--- config.mk ---
export PLATFORM = sky130hd
export DESIGN_NAME = bit_counter_param_flat
export DESIGN_NICKNAME = d
export VERILOG_FILES = /design/src/rtl/bit_counter_param_pkg.sv /design/src/rtl/bit_counter_param_if.sv /design/src/rtl/bit_counter_ctrl.sv /design/src/rtl/bit_counter_param.sv /design/src/flat_wrapper.sv
export SDC_FILE = /design/constraint.sdc
export NUM_CORES = 1
export LEC_CHECK = 0
export BUFFER_PORTS_ARGS = -buffer_cell sky130_fd_sc_hd__buf_2
export CAP_MARGIN = 10
export CORE_MARGIN = 2
export CORE_UTILIZATION = 58
export CTS_CLUSTER_DIAMETER = 80
export CTS_CLUSTER_SIZE = 40
export DETAILED_ROUTE_END_ITERATION = 6
export PLACE_DENSITY = 0.8
export SKIP_CTS_REPAIR_TIMING = 1
export SLEW_MARGIN = 10
export SYNTH_ARGS = -nofsm -noshare
export SYNTH_HDL_FRONTEND = slang
export SYNTH_SLANG_ARGS = --single-unit
--- constraint.sdc ---
create_clock -name clk -period 4.3 [get_ports clk]
set_clock_uncertainty 0.15 [all_clocks]
set_input_delay 0.86 -clock clk [delete_from_list [all_inputs] [get_ports clk]]
set_output_delay 0.86 -clock clk [all_outputs]
set_load 0.1 [all_outputs]
--- src/rtl/bit_counter_param_pkg.sv ---
// State encoding shared by the bit-counter FSM and anything that observes it.
// The encoding is fixed so external tooling can decode a captured state value.
package bit_counter_pkg;

  localparam int STATE_W = 3;

  typedef enum logic [STATE_W-1:0] {
    ST_IDLE  = 3'd0,
    ST_CHECK = 3'd1,
    ST_ADD   = 3'd2,
    ST_SHIFT = 3'd3,
    ST_DONE  = 3'd4
  } state_t;

endpackage

--- src/rtl/bit_counter_param_if.sv ---
// Request/result bundle between a bus front end (master) and the counter (slave).
interface bit_counter_param_if #(
  parameter int WIDTH = 8,
  parameter int CNT_W = $clog2(WIDTH + 1)
);

  logic             init;
  logic             mode;
  logic [WIDTH-1:0] data_in;
  logic             abort;
  logic [CNT_W-1:0] count;
  logic             busy;
  logic             done;

  modport master (
    output init, mode, data_in, abort,
    input  count, busy, done
  );

  modport slave (
    input  init, mode, data_in, abort,
    output count, busy, done
  );

endinterface

--- src/rtl/bit_counter_ctrl.sv ---
// Control FSM for the serial population counter: sequences load/add/shift and
// produces registered busy/done flags.
module bit_counter_ctrl
  import bit_counter_pkg::*;
(
  input  logic clk,
  input  logic rst_n,
  input  logic init,
  input  logic abort,
  input  logic a_zero,
  input  logic a0,
  output logic load,
  output logic add,
  output logic sft,
  output logic clr,
  output logic done,
  output logic busy
);

  state_t state_reg;
  logic   done_reg;
  logic   busy_reg;

  always_ff @(posedge clk or negedge rst_n) begin
    if (!rst_n) begin
      state_reg <= ST_IDLE;
      done_reg  <= 1'b0;
      busy_reg  <= 1'b0;
    end else if (abort && state_reg != ST_IDLE) begin
      // Abort wins over every transition, including the DONE exit.
      state_reg <= ST_IDLE;
      done_reg  <= 1'b0;
      busy_reg  <= 1'b0;
    end else begin
      case (state_reg)
        ST_IDLE: begin
          if (init && !abort) begin
            state_reg <= ST_CHECK;
            busy_reg  <= 1'b1;
          end
        end
        ST_CHECK: begin
          if (a_zero) begin
            state_reg <= ST_DONE;
            done_reg  <= 1'b1;
          end else if (a0) begin
            state_reg <= ST_ADD;
          end else begin
            state_reg <= ST_SHIFT;
          end
        end
        ST_ADD:   state_reg <= ST_SHIFT;
        ST_SHIFT: state_reg <= ST_CHECK;
        default: begin
          state_reg <= ST_IDLE;
          done_reg  <= 1'b0;
          busy_reg  <= 1'b0;
        end
      endcase
    end
  end

  // Datapath strobes act on the same edge as the transition they accompany.
  always_comb begin
    load = 1'b0;
    add  = 1'b0;
    sft  = 1'b0;
    clr  = 1'b0;
    if (state_reg == ST_IDLE) begin
      load = init && !abort;
    end else begin
      clr = abort;
      add = !abort && (state_reg == ST_ADD);
      sft = !abort && (state_reg == ST_SHIFT);
    end
  end

  assign done = done_reg;
  assign busy = busy_reg;

endmodule

--- src/rtl/bit_counter_param.sv ---
// Serial population-count engine: counts ones (or zeros) of a loaded operand,
// stopping early once the shifted-down working operand reaches zero.
module bit_counter_param
  import bit_counter_pkg::*;
#(
  parameter int WIDTH = 8,
  parameter int CNT_W = $clog2(WIDTH + 1)
) (
  input  logic                clk,
  input  logic                rst_n,
  bit_counter_param_if.slave  bus
);

  logic [WIDTH-1:0] a_reg;
  logic [WIDTH-1:0] a_load;
  logic [CNT_W-1:0] count_reg;
  logic             load;
  logic             add;
  logic             sft;
  logic             clr;

  // Counting zeros is counting ones of the inverted operand.
  generate
    for (genvar gi = 0; gi < WIDTH; gi++) begin : g_load
      assign a_load[gi] = bus.data_in[gi] ^ bus.mode;
    end
  endgenerate

  bit_counter_ctrl u_ctrl (
    .clk    (clk),
    .rst_n  (rst_n),
    .init   (bus.init),
    .abort  (bus.abort),
    .a_zero (a_reg == '0),
    .a0     (a_reg[0]),
    .load   (load),
    .add    (add),
    .sft    (sft),
    .clr    (clr),
    .done   (bus.done),
    .busy   (bus.busy)
  );

  always_ff @(posedge clk or negedge rst_n) begin
    if (!rst_n) begin
      a_reg     <= '0;
      count_reg <= '0;
    end else if (clr) begin
      a_reg     <= '0;
      count_reg <= '0;
    end else if (load) begin
      a_reg     <= a_load;
      count_reg <= '0;
    end else begin
      if (add) count_reg <= count_reg + CNT_W'(1);
      if (sft) a_reg <= a_reg >> 1;
    end
  end

  assign bus.count = count_reg;

endmodule

--- src/flat_wrapper.sv ---
// flat-port wrapper written by rule: the top's interface ports become plain ports
module bit_counter_param_flat import bit_counter_pkg::*;
#(
  parameter int WIDTH = 8,
  parameter int CNT_W = $clog2(WIDTH + 1)
)
  (clk, rst_n, bus_init, bus_mode, bus_data_in, bus_abort, bus_count, bus_busy, bus_done);
  bit_counter_param_if #(.WIDTH(WIDTH), .CNT_W(CNT_W)) bus_i ();
  input  logic clk;
  input  logic rst_n;
  input wire logic [$bits(bus_i.init)-1:0] bus_init;
  input wire logic [$bits(bus_i.mode)-1:0] bus_mode;
  input wire logic [$bits(bus_i.data_in)-1:0] bus_data_in;
  input wire logic [$bits(bus_i.abort)-1:0] bus_abort;
  output wire logic [$bits(bus_i.count)-1:0] bus_count;
  output wire logic [$bits(bus_i.busy)-1:0] bus_busy;
  output wire logic [$bits(bus_i.done)-1:0] bus_done;
  assign bus_i.init = bus_init;
  assign bus_i.mode = bus_mode;
  assign bus_i.data_in = bus_data_in;
  assign bus_i.abort = bus_abort;
  assign bus_count = bus_i.count;
  assign bus_busy = bus_i.busy;
  assign bus_done = bus_i.done;
  bit_counter_param #(.WIDTH(WIDTH), .CNT_W(CNT_W)) u_core (.clk(clk), .rst_n(rst_n), .bus(bus_i));
endmodule
# Word-level counts from Yosys, hierarchy flattened
# Cells that the tools add are included.
word_totals:
  output_inout_bits: 6
  inputBits: 13
  word_cells: 56
  regBits: 17
classes:
  n_addsub: 1
  muxes: 21
  eq_ne: 7
  bitwise_logic: 8
  n_reduce_logical: 14
op_table:
  columns: ["cell", "count"]
  rows:
  - ["two-way mux 8 bit", 3]
  - ["two-way mux 4 bit", 3]
  - ["one-hot mux 3 bit (4 select lines)", 1]
  - ["two-way mux 1 bit", 9]
  - ["two-way mux 3 bit", 3]
  - ["nonzero test 3 bit", 3]
  - ["logical NOT 8 bit", 1]
  - ["XOR 1 bit", 8]
  - ["equality test 3 x 2 -> 1 bit, second input constant", 2]
  - ["OR reduction 3 bit", 2]
  - ["adder 4 x 1 -> 4 bit, second input constant", 1]
  - ["logical AND 1 bit", 4]
  - ["inequality test 2 x 1 -> 1 bit, second input constant", 2]
  - ["one-hot mux 1 bit (2 select lines)", 2]
  - ["AND reduction 2 bit", 2]
  - ["equality test 3 x 1 -> 1 bit, second input constant", 1]
  - ["logical NOT 3 bit", 1]
  - ["inequality test 3 x 2 -> 1 bit, second input constant", 1]
  - ["inequality test 3 bit, second input constant", 1]
  - ["logical NOT 1 bit", 1]

# Logic depth before layout (Yosys ltp)
depth:
  word_depth: 6
  ltp_mapped: 7
  mapped_depth_nobuf: 4

# Modules after synthesis
# Synthesis repeated with hierarchy kept, for this count alone.
unflattened:
  cells_unflattened: 90
  hier_area_um2: 953.4
modules_own_cells:
  columns: ["module", "area_each_um2", "n_inst", "cells_each", "seq_area_each_um2"]
  rows:
  - ["bit_counter_param", 660.6, 1, 63, 300.3]
  - ["bit_counter_ctrl", 292.8, 1, 27, 125.1]

# Least setup slack after synthesis
# Ideal clock, no wire load.
synth_timing:
  path_type: "input to register"
  startpoint: "in bus_abort"
  endpoint: "reg u_core.a_reg[0]"
  setup_time_ns: 0.133
  path_buffers: 3
  arrival_ns: 1.687
  t_required_ns: 4.018
  slack_ns: 2.330
  cell_stages: 7
  cell_sequence: "buf_6 nor2_8 nand3_2 buf_6 and3_4 buf_6 o2bb2ai_1"
synth_between:
  elab_chain_len: 5
  elab_cells_between_ends: 9
  classes_between: "mux: 5; reduce/logical: 4"
synth_lines:
  columns: ["item", "line", "source"]
  rows:
  - ["start: declaration", "flat_wrapper.sv:14", "input wire logic [$bits(bus_i.abort)-1:0] bus_abort;"]
  - ["logical NOT 1 bit", "bit_counter_ctrl.sv:70, bit_counter_ctrl.sv:74", null]
  - ["logical AND 1 bit", "bit_counter_ctrl.sv:70", "load = init && !abort;"]
  - ["two-way mux 1 bit", "bit_counter_ctrl.sv:69", "if (state_reg == ST_IDLE) begin"]
  - ["two-way mux 8 bit", "bit_counter_param.sv:51", "end else if (load) begin"]
  - ["two-way mux 8 bit", "bit_counter_param.sv:48", "end else if (clr) begin"]
  - ["end signal: assignment", "bit_counter_param.sv:52", "a_reg <= a_load;"]
  - ["end signal: assignment", "bit_counter_param.sv:56", "if (sft) a_reg <= a_reg >> 1;"]
  - ["end: declaration", "bit_counter_param.sv:14", "logic [WIDTH-1:0] a_reg;"]
# Parallel ways exist; a longest one is shown, timed or not.
# A chain may end at the register's enable or synchronous reset.

# Worst setup path after layout
layout_timing:
  startpoint: "reg u_core.count_reg[0] (netlist: u_core.bus.count[0])"
  endpoint: "out bus_count[0]"
layout_rtl:
  columns: ["item", "line", "source"]
  rows:
  - ["start: declaration", "bit_counter_param.sv:16", "logic [CNT_W-1:0] count_reg;"]
  - ["start signal: assignment", "bit_counter_param.sv:55", "if (add) count_reg <= count_reg + CNT_W'(1);"]
  - ["end: declaration", "flat_wrapper.sv:15", "output wire logic [$bits(bus_i.count)-1:0] bus_count;"]
# No word-level cell between the ends.

==> results.yml <==
floorplanning:
  io_pins: 19
  rows: 15
  die_h_um: 46.67
  coreArea_mm2: 0.001727
  die_area_mm2: 0.002178
  die_x_um: 46.67
  start_util_pct: 61.16
global_route:
  grt_first_pass_wirelength_um: 2918
  grt_overflow: 0
  antenna_found_initial: 0
  grt.total_usage_pct: 19.13
  grt_pass1_vias: 658
  grt_max_degree: 18
power:
  power_switching_uw: 394.2
  power_per_cell_area_mw_per_mm2: 719.0
  ir_drop_mv: 0.4274
  seqPwrFrac_pct: 38.1
  intPower_uw: 422.7
  netSwitchingFraction_pct: 48.25
  total_leakage_power_uw: 0.0005526
  power_frac_clock_pct: 10.5
  comb_power_share_pct: 51.4
timing:
  slew_headroom_pct: 63.13
  worst_slew_pin_slew_ps: 553.0
  hold_viol: 0
  rsz0062_at_grt: "false"
  fin_tns_setup_ps: 0
  whs_ps: 324.8
  setup_viol: 0
  drv_slew: 0
  period_share_pct: 50.53
  final.min_clock_period_ps: 2173
  timing.fmax_mhz: 460.3
synth:
  ys.flop_type: "dfrtp_1"
  yosysWarnings: 0
  synth_top_cell_by_area: "dfrtp_1"
  synthTopCellsByArea: "dfrtp_1, mux2i_1, o2bb2ai_1"
  synth.ff_latch_count: 17
  netlist_instances: 93
  synth_mux_area_share_pct: 8.057
  synth.most_common_cell: "dfrtp_1"
  synth_compound_area_share_pct: 19.31
  syn_area_mm2: 0.001056
  synth-edff-count: 0
  ys_types: 34
  synthArstFlopShare_pct: 100.0
  synth_xor_area_share_pct: 6.635
  synth_fa_ha_area_share_pct: 1.185
  synth_fp_nets: 107
  synth_top_area_share_pct: 40.28
  syn_avg_cell_area_um2: 11.35
  ys_seq_area_share_pct: 40.28
  yosys.area_share.simple_pct: 17.65
  synth_top_family_by_area: "compound AO/OA/AOI/OAI gates"
  synth_common_cells: "dfrtp_1, o2bb2ai_1, mux2i_1, xor2_1, nand2_1"
finish:
  layout-drive-gt1-share_pct: 30.56
  syn_to_final_growth_pct: 7.583
  fin_util_pct: 65.80
  largest_reg_flops: 8
  fin_nets: 123
  nFillCells: 144
  final_cells: 133
  antenna-diode-count: 0
clock_tree:
  cts.clk_slew.worst_paths_ps: 100
  cts_max_level: 1
  clkLatencyLatePin_ps: 290
  clkSinkCount: 17
  cts_root_buf: "clkbuf_4"
  cts_tree: "built"
  cts_buffer_depth: 2
  numCtsBuffers: 3
worst_setup_path:
  r2r_start: "u_core.u_ctrl.state_reg[2]"
  cp_cell_sequence: "buf_2"
  crit_buf_inv: 1
  startpoint: "u_core.bus.count[0]"
  crit_family: "buffers and inverters"
  critPathCaptureType: "output pin"
  path_max_fanout: 5
  critPathMaxStageDelay_ps: 450
  r2r_slack_ps: 2540
  start_kind: "flip-flop"
  path_class: "flip-flop to output pin"
  critPathSlowestCell: "buf_2"
  cp.required_ps: 3290
  critPathArrivalTime_ps: 1160
placed_design:
  portBuffers: 18
  place_congestion: 0.7477
  place_hpwl_um: 1347
  place_inst: 129
route:
  wl_met1_um: 794
  vias_per_cell: 5.564
  wl_per_cell_um: 13.53
  dr_wl_met2_um: 901
  drcViolationCount: 0
  first_iter_violations: 6
  top_layer_used: "met4"
  ant_nets: 0
  routed_wl_um: 1800
  vias: 740
  firstDrtPassIters: 4
  wl_met3_um: 76
min_path:
  hold_path.class: "input port to async pin"
job:
  drv_cap: 0
run_status:
  status: "finished, final reports clean"
-- area by class of cell --
cell class / instances / area [µm²] / area share (%)
clock buffer: 3 / 22.52 / 1.982
tap: 25 / 31.28 / 2.753
clock inverter: 1 / 5.005 / 0.4405
multi-input combinational: 68 / 558.0 / 49.12
sequential: 17 / 425.4 / 37.44
inverter: 1 / 3.754 / 0.3304
timing repair buffer: 18 / 90.09 / 7.930
-- kinds of logic after synthesis --
family          count (synthesis)
compound gates                 25
xor+xnor                        8
fa+ha+maj                       1
buf+inv                         8
flops                          17
mux                             8
simple gates                   26
-- path summary, 6_finish.rpt --
check | to | cells after the start
hold reg to reg | u_core.bus.count[0] | 1
setup reg to reg | u_core.a_reg[2] | 4
max in group asynchronous | u_core.a_reg[6] | 1
hold / removal | u_core.u_ctrl.state_reg[0] | 1
min in group clk | u_core.bus.count[0] | 1
setup / recovery | bus_count[0] | 1
-- metal layers --
layer | GRT usage (%) | vias up
li1 | - | 366
met1 | 25.67 | 352
met2 | 30.83 | 17
met3 | 3.529 | 5
met4 | 6.667 | 0
met5 | 0 | -
-- power by group through the flow --
stage / clock network [µW] / registers, µW / logic (µW)
global placement: 0 / 309 / 415
detailed placement: 0 / 312 / 423
finish: 85.7 / 311 / 420
CTS: 89.8 / 311 / 426
global route: 94.4 / 322 / 461
floorplan: 0 / 349 / 345
-- stage by stage --
step           total power, µW  area (µm²)  setup WS, ps
2_1_floorplan            694.4        1056          2330
3_3_place_gp             724.8        1109          2159
3_5_place_dp             735.0        1109          2099
4_1_cts                  826.4        1136          2111
5_1_grt                  877.4        1136          2071
6_report                 816.8        1136          2127
-- placed cells by master (no fill, tap or decap), types with 2 or more instances in the layout --
master     Yosys  layout
nand2_1        6       6
nor2b_1        2       2
xor2_1         7       7
dfrtp_1       17      17
or3_1          2       2
o2bb2ai_1      8       8
o21ai_1        2       2
nand3_1        2       2
a21oi_1        5       5
o31ai_1        2       2
and2_1         2       2
nor3_1         2       2
buf_2          0      18
mux2i_1        7       7
nor4_2         2       2
clkbuf_4       0       3
o21ai_0        4       4
Power figures use the tool's default switching activity.
